[src/rtl/regfile_wb_arbiter_pkg.sv]
// Shared definitions for the register-file write-port arbiter.
//   REG_ADDR_W / REG_DATA_W : default register address / data widths
//   arb_state_t             : arbiter FSM states (IDLE, WAIT, FORCE)
package regfile_wb_arbiter_pkg;

  localparam int REG_ADDR_W = 5;
  localparam int REG_DATA_W = 32;

  typedef enum logic [1:0] {
    ARB_IDLE  = 2'd0,
    ARB_WAIT  = 2'd1,
    ARB_FORCE = 2'd2
  } arb_state_t;

endpackage

[src/rtl/regfile_wb_arbiter_if.sv]
// Bus bundle between the pipeline (WB stage, MDU, decode reads) and the
// write-port arbiter.
//   slave  : arbiter side (consumes requests, drives rf_* and status)
//   master : pipeline side
//   wb_*           WB write request and the registered block back-pressure
//   mdu_issue*     MDU issue marking a destination pending
//   mdu_valid/ready/addr/data  MDU result handshake
//   rd_addr_a/b    decode read addresses, hazard_stall back
//   rf_*           registered write port into general_register
//   busy, proto_err  status
interface regfile_wb_arbiter_if
  import regfile_wb_arbiter_pkg::*;
#(
  parameter int ADDR_W = REG_ADDR_W,
  parameter int DATA_W = REG_DATA_W
) ();

  logic              wb_we;
  logic [ADDR_W-1:0] wb_addr;
  logic [DATA_W-1:0] wb_data;
  logic              wb_block;
  logic              mdu_issue;
  logic [ADDR_W-1:0] mdu_issue_addr;
  logic              mdu_valid;
  logic              mdu_ready;
  logic [ADDR_W-1:0] mdu_addr;
  logic [DATA_W-1:0] mdu_data;
  logic [ADDR_W-1:0] rd_addr_a;
  logic [ADDR_W-1:0] rd_addr_b;
  logic              hazard_stall;
  logic              rf_we;
  logic [ADDR_W-1:0] rf_waddr;
  logic [DATA_W-1:0] rf_wdata;
  logic              busy;
  logic              proto_err;

  modport slave (
    input  wb_we, wb_addr, wb_data,
    input  mdu_issue, mdu_issue_addr,
    input  mdu_valid, mdu_addr, mdu_data,
    input  rd_addr_a, rd_addr_b,
    output wb_block, mdu_ready, hazard_stall,
    output rf_we, rf_waddr, rf_wdata,
    output busy, proto_err
  );

  modport master (
    output wb_we, wb_addr, wb_data,
    output mdu_issue, mdu_issue_addr,
    output mdu_valid, mdu_addr, mdu_data,
    output rd_addr_a, rd_addr_b,
    input  wb_block, mdu_ready, hazard_stall,
    input  rf_we, rf_waddr, rf_wdata,
    input  busy, proto_err
  );

endinterface

[src/rtl/regfile_wb_arbiter_wb_result_fifo.sv]
// Synchronous FIFO holding MDU results ({addr, data}) until they win the
// register-file write port.
//   clk, rst_n : clock, asynchronous active-low reset (pointers only)
//   push, din  : write when push & !full
//   pop, dout  : dout is the head entry; pop advances when !empty
//   full, empty, level : occupancy status
module wb_result_fifo #(
  parameter int WIDTH = 37,
  parameter int DEPTH = 2
) (
  input  logic                     clk,
  input  logic                     rst_n,
  input  logic                     push,
  input  logic                     pop,
  input  logic [WIDTH-1:0]         din,
  output logic [WIDTH-1:0]         dout,
  output logic                     full,
  output logic                     empty,
  output logic [$clog2(DEPTH):0]   level
);

  localparam int PTR_W = $clog2(DEPTH);

  logic [WIDTH-1:0] mem [DEPTH];
  // One extra pointer bit distinguishes full from empty when indices match.
  logic [PTR_W:0]   wptr;
  logic [PTR_W:0]   rptr;
  logic             do_push;
  logic             do_pop;

  assign empty   = (wptr == rptr);
  assign full    = (wptr[PTR_W] != rptr[PTR_W]) &&
                   (wptr[PTR_W-1:0] == rptr[PTR_W-1:0]);
  assign level   = wptr - rptr;
  assign do_push = push & ~full;
  assign do_pop  = pop & ~empty;
  assign dout    = mem[rptr[PTR_W-1:0]];

  always_ff @(posedge clk or negedge rst_n) begin
    if (!rst_n) begin
      wptr <= '0;
      rptr <= '0;
    end else begin
      if (do_push) wptr <= wptr + 1'b1;
      if (do_pop)  rptr <= rptr + 1'b1;
    end
  end

  always_ff @(posedge clk) begin
    if (do_push) mem[wptr[PTR_W-1:0]] <= din;
  end

endmodule

[src/rtl/regfile_wb_arbiter.sv]
// Owner of the single general_register write port. Shares it between the
// WB stage and out-of-band MDU results (buffered in a small FIFO), keeps a
// pending-destination scoreboard for decode hazards, and forces a one-cycle
// WB block when a FIFO head has lost the port STARVE_MAX times in a row.
//   clk, rst_n : clock, asynchronous active-low reset
//   bus        : regfile_wb_arbiter_if.slave (WB, MDU, decode reads, rf_* out)
module regfile_wb_arbiter
  import regfile_wb_arbiter_pkg::*;
#(
  parameter int ADDR_W     = REG_ADDR_W,
  parameter int DATA_W     = REG_DATA_W,
  parameter int QDEPTH     = 2,
  parameter int STARVE_MAX = 4
) (
  input  logic                  clk,
  input  logic                  rst_n,
  regfile_wb_arbiter_if.slave   bus
);

  localparam int NREG  = 2 ** ADDR_W;
  localparam int CNT_W = $clog2(STARVE_MAX + 1);
  localparam int LVL_W = $clog2(QDEPTH) + 1;
  localparam int ENT_W = ADDR_W + DATA_W;

  arb_state_t        state, state_n;
  logic [CNT_W-1:0]  cnt, cnt_n;

  logic              fifo_full;
  logic              fifo_empty;
  logic [LVL_W-1:0]  fifo_level;
  logic [ENT_W-1:0]  fifo_head;
  logic [ADDR_W-1:0] head_addr;
  logic [DATA_W-1:0] head_data;

  logic              push;
  logic              wb_block;
  logic              wb_win;
  logic              head_win;
  logic              fifo_last;

  logic              rf_we_q;
  logic [ADDR_W-1:0] rf_waddr_q;
  logic [DATA_W-1:0] rf_wdata_q;
  logic              rf_mdu_q;
  logic              proto_err_q;

  logic [NREG-1:0]   pending, pending_n;

  // Results for r0 are acknowledged but never buffered.
  assign push      = bus.mdu_valid & ~fifo_full & (bus.mdu_addr != '0);
  assign wb_block  = (state == ARB_FORCE);
  assign wb_win    = ~wb_block & bus.wb_we & (bus.wb_addr != '0);
  assign head_win  = ~wb_win & ~fifo_empty;
  // The pop this cycle drains the last entry and nothing refills it.
  assign fifo_last = head_win & ~push & (fifo_level == LVL_W'(1));

  assign {head_addr, head_data} = fifo_head;

  wb_result_fifo #(
    .WIDTH (ENT_W),
    .DEPTH (QDEPTH)
  ) u_fifo (
    .clk   (clk),
    .rst_n (rst_n),
    .push  (push),
    .pop   (head_win),
    .din   ({bus.mdu_addr, bus.mdu_data}),
    .dout  (fifo_head),
    .full  (fifo_full),
    .empty (fifo_empty),
    .level (fifo_level)
  );

  always_ff @(posedge clk or negedge rst_n) begin
    if (!rst_n) begin
      state <= ARB_IDLE;
      cnt   <= '0;
    end else begin
      state <= state_n;
      cnt   <= cnt_n;
    end
  end

  always_comb begin
    state_n = state;
    cnt_n   = cnt;
    case (state)
      ARB_IDLE: begin
        cnt_n = '0;
        if (push) state_n = ARB_WAIT;
      end
      ARB_WAIT: begin
        if (head_win) begin
          cnt_n = '0;
          if (fifo_last) state_n = ARB_IDLE;
        end else if (!fifo_empty) begin
          // Head lost to WB; the STARVE_MAX-th loss arms the block.
          if (cnt == CNT_W'(STARVE_MAX - 1)) begin
            state_n = ARB_FORCE;
            cnt_n   = '0;
          end else begin
            cnt_n = cnt + 1'b1;
          end
        end else if (!push) begin
          state_n = ARB_IDLE;
        end
      end
      ARB_FORCE: begin
        cnt_n   = '0;
        state_n = fifo_last ? ARB_IDLE : ARB_WAIT;
      end
      default: begin
        state_n = ARB_IDLE;
        cnt_n   = '0;
      end
    endcase
  end

  always_ff @(posedge clk or negedge rst_n) begin
    if (!rst_n) begin
      rf_we_q     <= 1'b0;
      rf_waddr_q  <= '0;
      rf_wdata_q  <= '0;
      rf_mdu_q    <= 1'b0;
      proto_err_q <= 1'b0;
    end else begin
      rf_we_q  <= wb_win | head_win;
      rf_mdu_q <= head_win;
      if (wb_win) begin
        rf_waddr_q <= bus.wb_addr;
        rf_wdata_q <= bus.wb_data;
      end else if (head_win) begin
        rf_waddr_q <= head_addr;
        rf_wdata_q <= head_data;
      end
      if (wb_block & bus.wb_we) proto_err_q <= 1'b1;
    end
  end

  // Clear lands after the MDU value is on rf_*; a same-cycle issue re-sets it.
  always_comb begin
    pending_n = pending;
    if (rf_we_q & rf_mdu_q) pending_n[rf_waddr_q] = 1'b0;
    if (bus.mdu_issue) pending_n[bus.mdu_issue_addr] = 1'b1;
    pending_n[0] = 1'b0;
  end

  always_ff @(posedge clk or negedge rst_n) begin
    if (!rst_n) pending <= '0;
    else        pending <= pending_n;
  end

  assign bus.wb_block     = wb_block;
  assign bus.mdu_ready    = ~fifo_full;
  assign bus.hazard_stall = pending[bus.rd_addr_a] | pending[bus.rd_addr_b];
  assign bus.rf_we        = rf_we_q;
  assign bus.rf_waddr     = rf_waddr_q;
  assign bus.rf_wdata     = rf_wdata_q;
  assign bus.busy         = ~fifo_empty | (|pending);
  assign bus.proto_err    = proto_err_q;

endmodule

[src/flat_wrapper.sv]
// flat-port wrapper written by rule: the top's interface ports become plain ports
module regfile_wb_arbiter_flat import regfile_wb_arbiter_pkg::*;
#(
  parameter int ADDR_W     = REG_ADDR_W,
  parameter int DATA_W     = REG_DATA_W,
  parameter int QDEPTH     = 2,
  parameter int STARVE_MAX = 4
)
  (clk, rst_n, bus_wb_we, bus_wb_addr, bus_wb_data, bus_mdu_issue, bus_mdu_issue_addr, bus_mdu_valid, bus_mdu_addr, bus_mdu_data, bus_rd_addr_a, bus_rd_addr_b, bus_wb_block, bus_mdu_ready, bus_hazard_stall, bus_rf_we, bus_rf_waddr, bus_rf_wdata, bus_busy, bus_proto_err);
  regfile_wb_arbiter_if #(.ADDR_W(ADDR_W), .DATA_W(DATA_W)) bus_i ();
  input  logic clk;
  input  logic rst_n;
  input wire logic [$bits(bus_i.wb_we)-1:0] bus_wb_we;
  input wire logic [$bits(bus_i.wb_addr)-1:0] bus_wb_addr;
  input wire logic [$bits(bus_i.wb_data)-1:0] bus_wb_data;
  input wire logic [$bits(bus_i.mdu_issue)-1:0] bus_mdu_issue;
  input wire logic [$bits(bus_i.mdu_issue_addr)-1:0] bus_mdu_issue_addr;
  input wire logic [$bits(bus_i.mdu_valid)-1:0] bus_mdu_valid;
  input wire logic [$bits(bus_i.mdu_addr)-1:0] bus_mdu_addr;
  input wire logic [$bits(bus_i.mdu_data)-1:0] bus_mdu_data;
  input wire logic [$bits(bus_i.rd_addr_a)-1:0] bus_rd_addr_a;
  input wire logic [$bits(bus_i.rd_addr_b)-1:0] bus_rd_addr_b;
  output wire logic [$bits(bus_i.wb_block)-1:0] bus_wb_block;
  output wire logic [$bits(bus_i.mdu_ready)-1:0] bus_mdu_ready;
  output wire logic [$bits(bus_i.hazard_stall)-1:0] bus_hazard_stall;
  output wire logic [$bits(bus_i.rf_we)-1:0] bus_rf_we;
  output wire logic [$bits(bus_i.rf_waddr)-1:0] bus_rf_waddr;
  output wire logic [$bits(bus_i.rf_wdata)-1:0] bus_rf_wdata;
  output wire logic [$bits(bus_i.busy)-1:0] bus_busy;
  output wire logic [$bits(bus_i.proto_err)-1:0] bus_proto_err;
  assign bus_i.wb_we = bus_wb_we;
  assign bus_i.wb_addr = bus_wb_addr;
  assign bus_i.wb_data = bus_wb_data;
  assign bus_i.mdu_issue = bus_mdu_issue;
  assign bus_i.mdu_issue_addr = bus_mdu_issue_addr;
  assign bus_i.mdu_valid = bus_mdu_valid;
  assign bus_i.mdu_addr = bus_mdu_addr;
  assign bus_i.mdu_data = bus_mdu_data;
  assign bus_i.rd_addr_a = bus_rd_addr_a;
  assign bus_i.rd_addr_b = bus_rd_addr_b;
  assign bus_wb_block = bus_i.wb_block;
  assign bus_mdu_ready = bus_i.mdu_ready;
  assign bus_hazard_stall = bus_i.hazard_stall;
  assign bus_rf_we = bus_i.rf_we;
  assign bus_rf_waddr = bus_i.rf_waddr;
  assign bus_rf_wdata = bus_i.rf_wdata;
  assign bus_busy = bus_i.busy;
  assign bus_proto_err = bus_i.proto_err;
  regfile_wb_arbiter #(.ADDR_W(ADDR_W), .DATA_W(DATA_W), .QDEPTH(QDEPTH), .STARVE_MAX(STARVE_MAX)) u_core (.clk(clk), .rst_n(rst_n), .bus(bus_i));
endmodule
[config.mk]
export PLATFORM = sky130hd
export DESIGN_NAME = regfile_wb_arbiter_flat
export DESIGN_NICKNAME = d
export VERILOG_FILES = /design/src/rtl/regfile_wb_arbiter_pkg.sv /design/src/rtl/regfile_wb_arbiter_if.sv /design/src/rtl/regfile_wb_arbiter_wb_result_fifo.sv /design/src/rtl/regfile_wb_arbiter.sv /design/src/flat_wrapper.sv
export SDC_FILE = /design/constraint.sdc
export NUM_CORES = 1
export LEC_CHECK = 0
export ABC_CLOCK_PERIOD_IN_PS = 4900
export CAP_MARGIN = 10
export CORE_ASPECT_RATIO = 1.1
export CORE_MARGIN = 2
export CORE_UTILIZATION = 37
export CTS_CLUSTER_DIAMETER = 80
export CTS_CLUSTER_SIZE = 10
export DETAILED_ROUTE_END_ITERATION = 7
export HOLD_SLACK_MARGIN = 0.03
export MAX_ROUTING_LAYER = met4
export PLACE_DENSITY = 0.67
export SLEW_MARGIN = 20
export SYNTH_ARGS = -nofsm -noshare
export SYNTH_HDL_FRONTEND = slang
export SYNTH_HIERARCHICAL = 1
export SYNTH_SLANG_ARGS = --single-unit
[constraint.sdc]
create_clock -name clk -period 4.9 [get_ports clk]
set_input_delay 0.49 -clock clk [delete_from_list [all_inputs] [get_ports clk]]
set_output_delay 0.49 -clock clk [all_outputs]
set_load 0.1 [all_outputs]
==> impl_metrics.ini, run 1 <==
[sta]
rsz0062_at_grt = false
tightest_slew_ps = 1060
drv_slew = 0
min_period_ps = 3920
skew_ps = 15.8
setup_violations = 0
relSlewSlack_pct = 29.3
fmax_mhz = 255
timing.setup.tns_ps = 0
fin_crit_sh_pct = 80.0
finalHoldViolCount = 0

[place]
routabilityCongestion = 0.877
dpl.cell_count = 896
io_buffers = 136
dp_hpwl_mm = 12.4

[clocking]
cts_buffers = 17
clk_path_buf_depth = 2
htree_levels = 4
clock-sinks = 154
root_buffer = clkbuf_16
path_clk_slew_ps = 60
post_cts_buffers = 0
tritoncts = built
cts_resized = 0
clock_latency_ps = 430

[critical_path]
path_common_cell = clkdlybuf4s50_1
startpoint = bus_rd_addr_b[0]
rr_endpoint = u_core/u_fifo/mem[1][12]
cp.arrival_ps = 3430
critPathCaptureType = output pin
cp.required_ps = 4410
cp-endpoint = bus_hazard_stall
rr_startpoint = u_core/u_fifo/wptr[0]
worstPathMaxFanout = 10
max_stage_delay_ps = 1130
slowest_stage = clkdlybuf4s50_1
regToRegSetupSlack_ps = 1830
critPathLaunchType = input pin
r2r_cells = 9
worstSetupPathType = in -> out
critical_path.cell_chain = clkdlybuf4s50_1 > mux4_2 > inv_1 > a2111oi_0 > nor4_1 > nand4_1 > clkdlybuf4s50_1

[global_route]
busiest_layer = met2
grt_pass1_wl_mm = 28.5
use_met3_pct = 5.45
grtUsageMet2_pct = 30.3
use_met1_pct = 22.6
grt_pass1_vias = 5320
grt_antenna_before_repair = 0
grt_overflow = 0
grt_max_degree = 49
track_usage_pct = 19.0

[final_layout]
antenna_cells = 0
layout-drive-gt1-share_pct = 20.8
final_nets = 765
stdcell_count = 929
area_growth_pct = 30.1
fillers = 1648

[synthesis]
syn_nets = 628
ys.flop_type = dfrtp_1
synth_edf_count = 74
async_reset_ff_share_pct = 51.9
ys_seq_elements = 154
yosys-top-cells-area = edfxtp_1, dfrtp_1, mux2_2
yosysTopAreaCell = edfxtp_1
syn_area_um2 = 7130
seq_area_frac_synth_pct = 59.2
synth_cell_type_count = 50
syn_area_per_cell_um2 = 13.4
synth_cells = 532
synth_top_area_share_pct = 31.1
ys_warn_count = 6

[drt]
wl_per_cell_um = 19.0
firstDrtPassIters = 5
vias = 5010
routed_via_density = 5.39
drt_iter0_drc = 326
drtAntennaViolNets = 0
drt_drc_violations_left = 0
wirelength_mm = 17.7

[floorplan]
core_um2 = 19000
ios = 137
die-area_um2 = 20400
die_width_um = 136
start_util_pct = 37.5
die_h_um = 150
rows = 53

[worst_hold_path]
hold_path_class = reg -> reg

[outcome]
outcome = complete, no violations

[power_and_ir_drop]
irDropWorstVdd_mv = 0.430
power.leakage_nw = 3.32
power_density_nw_per_um2 = 742
p_total_mw = 6.89

[flow_run]
max_cap_viol_count = 0
flip-flops by register name, summed over array words and instances (netlist names):
signal	flops
u_core/u_fifo/mem	74
u_core/bus.rf_wdata	32
u_core/pending	31
u_core/bus.rf_waddr	5
u_core/cnt	3
u_core/state	2
u_core/u_fifo/rptr	2
u_core/u_fifo/wptr	2
u_core/bus.proto_err	1
u_core/bus.rf_we	1
u_core/rf_mdu_q	1
critical path, delay by kind of cell:
family	cells	cell delay, ps
muxes	1	440
and+or+nand+nor	2	250
AOI/OAI and AO/OA	1	440
buffers and inverters	3	1800
placed cells by master, fill, tap and decap left out, drive strengths merged, types with 8 or more instances in the layout:
| master | count |
|---|---|
| buf | 8 |
| mux4 | 13 |
| clkbuf | 19 |
| nor4 | 9 |
| nor2 | 49 |
| clkdlybuf4s50 | 134 |
| o21ai | 70 |
| a21oi | 41 |
| mux2i | 43 |
| inv | 10 |
| edfxtp | 74 |
| nand3b | 9 |
| nand3 | 10 |
| nand2 | 13 |
| dfrtp | 80 |
| mux2 | 39 |
cells in the mapped netlist, types with 9 or more instances:
| cell | n |
|---|---|
| edfxtp_1 | 74 |
| mux4_2 | 13 |
| nor4_1 | 9 |
| nand2_1 | 13 |
| nand3_1 | 10 |
| mux2_2 | 39 |
| nand3b_1 | 9 |
| o21ai_0 | 69 |
| mux2i_1 | 43 |
| a21oi_2 | 34 |
| nor2_1 | 45 |
| dfrtp_1 | 80 |
worst min-delay path by stage:
stage,start,end,slack (ps),depth (start not counted)
after floorplan,rst_n,u_core/bus.proto_err,190,0
after global placement,u_core/bus.proto_err,u_core/bus.proto_err,440,1
after detailed placement,u_core/bus.proto_err,u_core/bus.proto_err,450,1
after CTS,u_core/bus.proto_err,u_core/bus.proto_err,470,1
after global routing,u_core/bus.proto_err,u_core/bus.proto_err,490,1
final,u_core/bus.proto_err,u_core/bus.proto_err,460,1
metal layers:
layer  wire [um]  up-vias
met3        1330       36
met1        7290     2472
met5           0        -
li1            -     2273
met4         397        0
met2        8670      229
layout make-up:
cell class / count / area (um^2) / share of cell area, %
repair buffers: 143 / 1420 / 15.3
multi-input cells: 346 / 2700 / 29.1
flip-flops and latches: 154 / 4230 / 45.5
clock buffers: 19 / 433 / 4.66
clock inverters: 13 / 168 / 1.81
inverters: 7 / 26.3 / 0.283
well taps: 247 / 309 / 3.33
power by group:
group	switching, mW	internal (mW)	total, mW
combinational	2.22	1.10	3.32
clock	0.521	0.805	1.33
sequential	0.347	1.89	2.24
total	3.09	3.80	6.89
cells by family (layout without fill, tap and decap cells):
group / after synthesis / in the layout / share of synthesized area [%]
and+or+nand+nor: 124 / 124 / 9.35
xor gates and xnor gates: 4 / 4 / 0.596
buffers and inverters: 32 / 182 / 3.31
AOI/OAI and AO/OA: 121 / 121 / 10.9
DFF: 154 / 154 / 59.2
muxes: 95 / 95 / 16.3
adders and majority gates: 2 / 2 / 0.351
per-stage QoR:
step	hold WS, ps	worst slack (ps)	area [um^2]	utilization (%)
finish	464	979	9280	48.8
global route	489	682	9280	48.8
CTS	466	961	9280	48.8
detailed placement	447	968	8670	45.6
global placement	444	958	8670	45.6
floorplan	194	823	7130	-
timing repair:
| item | in CTS | in global routing |
|---|---|---|
| endpoints found under the setup margin | 0 | 0 |
| hold buffers | 1 | 0 |
| endpoints found under the hold margin | 32 | 0 |
(Power assumes the default switching activity.)
==> inputs of run 2 (changes only) <==
--- a/config.mk
+++ b/config.mk
@@ -5,7 +5,7 @@
 export SDC_FILE = /design/constraint.sdc
 export NUM_CORES = 1
 export LEC_CHECK = 0
-export ABC_CLOCK_PERIOD_IN_PS = 4900
+export ABC_CLOCK_PERIOD_IN_PS = 3600
 export CAP_MARGIN = 10
 export CORE_ASPECT_RATIO = 1.1
 export CORE_MARGIN = 2
@@ -15,7 +15,7 @@
 export DETAILED_ROUTE_END_ITERATION = 7
 export HOLD_SLACK_MARGIN = 0.03
 export MAX_ROUTING_LAYER = met4
-export PLACE_DENSITY = 0.67
+export PLACE_DENSITY = 0.69
 export SLEW_MARGIN = 20
 export SYNTH_ARGS = -nofsm -noshare
 export SYNTH_HDL_FRONTEND = slang
==> constraint.sdc (replaced) <==
create_clock -name clk -period 3.6 [get_ports clk]
set_input_delay 0.36 -clock clk [delete_from_list [all_inputs] [get_ports clk]]
set_output_delay 0.36 -clock clk [all_outputs]
set_load 0.1 [all_outputs]
==> run 2 against run 1 <==
  * Sequential share of layout area increased by 0.086 points
  * Sequential power increased by 36%
  * The run now ends with negative hold slack left
  * Non-clock buffer count unchanged
  * Clock skew decreased by 8.6 ps
  * Highest routed layer unchanged
  * Clock power increased by 30%
  * Register-to-register slack got worse by 940 ps
  * Die area unchanged
  * Worst hold slack got worse by 470 ps
  * Clock-buffer cell count unchanged
==> impl_metrics.ini, run 2 (synthesis results as in run 1) <==
[worst_hold_path]
hold_path_class = in -> async

[critical_path]
cp.arrival_ps = 2780
critPathLaunchType = flop
path_buf_inv = 2
cp.required_ps = 3240
r2r_cells = 9
worst_path_dominant_cell_family = simple AND/OR/NAND/NOR gates
worstPathMaxFanout = 14
crit_cells = 7
critPathCaptureType = output pin
slowest_stage = and2_2
critical_path.cell_chain = inv_1 > ha_1 > and2_2 > nor4b_1 > nand4_1 > or2_2 > buf_12
max_stage_delay_ps = 480
worstSetupPathType = reg -> out

[floorplan]
die-area_um2 = 20400
core_um2 = 19000
start_util_pct = 37.5
die_width_um = 136
ios = 137
die_h_um = 150
rows = 53

[global_route]
grt_max_degree = 81
grt_pass1_wl_mm = 27.8
grt_pass1_vias = 5291
grt_antenna_before_repair = 0
track_usage_pct = 18.4
grt_overflow = 0

[sta]
fmax_mhz = 319
timing.setup.tns_ps = 0
tightest_slew_ps = 1060
setup_violations = 0
rsz0062_at_grt = false
relSlewSlack_pct = 29.2
setup_ws_ps = 461
min_period_ps = 3140
hold_ws_ps = -2.20
finalHoldViolCount = 5
skew_ps = 7.17
fin_crit_sh_pct = 87.2
drv_slew = 0

[place]
place_ws_ps = 622
routabilityCongestion = 0.892
io_buffers = 136
postPlaceCellArea_um2 = 8690
dp_hpwl_mm = 12.2

[outcome]
outcome = complete, but fails checks
violations = negative hold slack

[power_and_ir_drop]
p_total_mw = 9.30
p_seq_share_pct = 32.7
pwr-share-clk_pct = 18.6
power.net_switching_mw = 4.21
p_comb_share_pct = 48.6
irDropWorstVdd_mv = 0.619
power.leakage_nw = 3.32
p_sw_share_pct = 45.2
intPower_mw = 5.09
power_density_nw_per_um2 = 1000

[clocking]
post_cts_buffers = 0
ctsHoldBuffers = 0
tritoncts = built
cts_resized = 0
path_clk_slew_ps = 60
clk_path_buf_depth = 2
cts_buffers = 17
clock_latency_ps = 420
root_buffer = clkbuf_16
clock-sinks = 154
htree_levels = 4

[drt]
drt_iter0_drc = 289
wirelength_mm = 17.6
vias = 5020
wl_per_cell_um = 18.9
firstDrtPassIters = 5
drt_drc_violations_left = 0
routed_via_density = 5.40
drtAntennaViolNets = 0

[final_layout]
final_common_cell = clkdlybuf4s50_1
final_nets = 765
area_growth_pct = 29.9
antenna_cells = 0
postLayoutCellArea_um2 = 9270
largest_reg_flops = 74
final_cell_mix = clkdlybuf4s50_1, dfrtp_1, edfxtp_1
fillers = 1642
layout-drive-gt1-share_pct = 21.3

[flow_run]
max_cap_viol_count = 0
-- run 2: path summary, 6_finish.rpt --
path                                  startpoint  slack, ps                        to
max                        u_core/u_fifo/wptr[0]        460                  bus_busy
min                                        rst_n         -2   u_core/bus.rf_wdata[12]
max reg2reg                u_core/u_fifo/wptr[0]        890  u_core/u_fifo/mem[1][27]
min reg2reg                 u_core/bus.proto_err        460      u_core/bus.proto_err
max in group asynchronous                  rst_n       3040     u_core/u_fifo/rptr[0]
min in group clk            u_core/bus.proto_err        460      u_core/bus.proto_err
-- run 2: layer usage --
metal  vias to the layer above  routed length [um]  track usage [%]  share of wire [%]
li1                       2274                   -                -                  -
met1                      2526                7420             22.3                 42
met2                       188                8550             29.5                 49
met3                        32                1260             5.42                7.2
met4                         0                 363             6.35                2.1
met5                         -                   0                -                  0
-- run 2: cell type report --
class	count	area, um^2	area share, %
clock inverters	13	141	1.53
repair buffers	143	1430	15.5
multi-input cells	346	2700	29.1
well taps	247	309	3.34
flip-flops and latches	154	4230	45.6
clock buffers	19	433	4.67
inverters	7	26.3	0.284
-- run 2: stage by stage --
step,instances,util [%]
finish,929,48.7
global placement,897,45.6
CTS,929,48.7
floorplan,532,-
global route,929,48.7
detailed placement,897,45.6
-- run 2: power groups by stage --
stage	Combinational (mW)	Sequential (mW)	Clock (mW)
floorplan	2.10	4.31	0
global placement	4.45	3.02	0
detailed placement	4.53	3.07	0
CTS	4.55	3.04	1.78
global route	4.77	3.12	1.84
finish	4.52	3.05	1.73
==> inputs of run 3 (changes only) <==
--- a/config.mk
+++ b/config.mk
@@ -9,13 +9,12 @@
 export CAP_MARGIN = 10
 export CORE_ASPECT_RATIO = 1.1
 export CORE_MARGIN = 2
-export CORE_UTILIZATION = 37
+export CORE_UTILIZATION = 45
 export CTS_CLUSTER_DIAMETER = 80
 export CTS_CLUSTER_SIZE = 10
 export DETAILED_ROUTE_END_ITERATION = 7
 export HOLD_SLACK_MARGIN = 0.03
-export MAX_ROUTING_LAYER = met4
-export PLACE_DENSITY = 0.69
+export PLACE_DENSITY = 0.81
 export SLEW_MARGIN = 20
 export SYNTH_ARGS = -nofsm -noshare
 export SYNTH_HDL_FRONTEND = slang
==> run 3 against run 2 <==
  * The flow still finishes with violations (negative hold slack)
  * Via count grew 0.78%
  * Sequential share of layout area grew 0.17 points
  * Combinational power is essentially flat
  * Worst setup slack gained 180 ps
  * Largest cell class unchanged
  * Critical path type unchanged
  * Final cell count shrank 5.2%
  * Critical endpoint unchanged
  * Sequential power is essentially flat
  * Largest power group unchanged
==> impl_metrics.ini, run 3 (synthesis results as in run 1) <==
[clocking]
post_cts_buffers = 0
path_clk_slew_ps = 60
root_buffer = clkbuf_16
cts_resized = 0
htree_levels = 4
cts_buffers = 17
clock-sinks = 154
clk_path_buf_depth = 2
clock_latency_ps = 420
tritoncts = built
ctsHoldBuffers = 0

[place]
routabilityCongestion = 0.912
io_buffers = 136
postPlaceCellArea_um2 = 8650
dp_hpwl_mm = 12.0

[global_route]
track_usage_pct = 21.4
grt_max_degree = 81
grt_overflow = 0
grt_pass1_vias = 5326
grt_antenna_before_repair = 0
grt_pass1_wl_mm = 27.3

[sta]
rsz0062_at_grt = false
setup_violations = 0
fin_crit_sh_pct = 82.3
fmax_mhz = 338
min_period_ps = 2960
hold_ws_ps = -32.2
timing.setup.tns_ps = 0
relSlewSlack_pct = 33.7
skew_ps = 11.5
finalHoldViolCount = 11
tightest_slew_ps = 991
drv_slew = 0

[drt]
drt_drc_violations_left = 0
firstDrtPassIters = 5
wl_per_cell_um = 19.5
drtAntennaViolNets = 0
routed_via_density = 5.74
wirelength_mm = 17.2
drt_iter0_drc = 425
vias = 5059

[floorplan]
ios = 137
core_um2 = 15600
die_width_um = 124
die-area_um2 = 16900
die_h_um = 136
rows = 48
start_util_pct = 45.7

[final_layout]
postLayoutCellArea_um2 = 9230
layout-drive-gt1-share_pct = 21.3
largest_reg_flops = 74
area_growth_pct = 29.4
antenna_cells = 0
final_common_cell = clkdlybuf4s50_1
final_cell_mix = clkdlybuf4s50_1, dfrtp_1, edfxtp_1
final_nets = 765

[critical_path]
critical_path.cell_chain = inv_1 > ha_1 > and2_2 > nor4b_1 > nand4_1 > or2_2 > buf_12
critPathLaunchType = flop
path_buf_inv = 2
worst_path_dominant_cell_family = simple AND/OR/NAND/NOR gates
critPathCaptureType = output pin
slowest_stage = dfrtp_1
worstPathMaxFanout = 10
cp.required_ps = 3240
worstSetupPathType = reg -> out
cp.arrival_ps = 2600
max_stage_delay_ps = 440

[outcome]
violations = negative hold slack
outcome = complete, but fails checks

[worst_hold_path]
hold_path_class = in -> async

[flow_run]
max_cap_viol_count = 0

[power_and_ir_drop]
power.leakage_nw = 3.34
power_density_nw_per_um2 = 1010
p_total_mw = 9.29
irDropWorstVdd_mv = 0.761
run 3: path summary, 6_finish.rpt:
path | startpoint | end | slack, ps | cells past startpoint
worst max-delay path | u_core/u_fifo/wptr[0] | bus_busy | 640 | 7
worst min-delay path | rst_n | u_core/bus.rf_wdata[17] | -30 | 1
worst max register to register | u_core/u_fifo/wptr[0] | u_core/u_fifo/mem[1][10] | 930 | 9
worst min register to register | u_core/bus.proto_err | u_core/bus.proto_err | 490 | 1
max in group asynchronous | rst_n | u_core/u_fifo/rptr[0] | 3060 | 1
min in group clk | u_core/bus.proto_err | u_core/bus.proto_err | 490 | 1
run 3: cell type report:
class	count	area (um^2)
fillers	1249	6380
flip-flops and latches	154	4230
multi-input cells	346	2700
repair buffers	143	1460
clock buffers	20	457
well taps	200	250
clock inverters	11	120
inverters	7	26.3
run 3: worst reg2reg max path, cell delays in order (launching register included):
cell and delay [ps]:
dfrtp_1 440, inv_1 70, ha_1 360, inv_1 190, nor2_1 120, inv_1 110
o311a_1 260, nand2_1 170, nor2_4 100, buf_4 470
run 3: where the power goes:
group          switching, mW  internal, mW
Combinational           3.02          1.49
Sequential             0.467          2.58
Clock                  0.676          1.05
run 3: per-stage QoR:
stage | instances | utilization (%) | worst slack [ps]
after floorplan | 532 | - | 101
final | 881 | 59.1 | 638
after detailed placement | 850 | 55.4 | 690
after global placement | 850 | 55.4 | 692
after CTS | 881 | 59.1 | 593
after global routing | 881 | 59.1 | 499
run 3: per-layer routing:
layer | wire, um | vias up | global-route usage, %
met1 | 6880 | 2529 | 26.0
met2 | 8770 | 226 | 35.9
met4 | 277 | 0 | 7.74
li1 | - | 2276 | -
met3 | 1250 | 28 | 6.54
met5 | 0 | - | 0
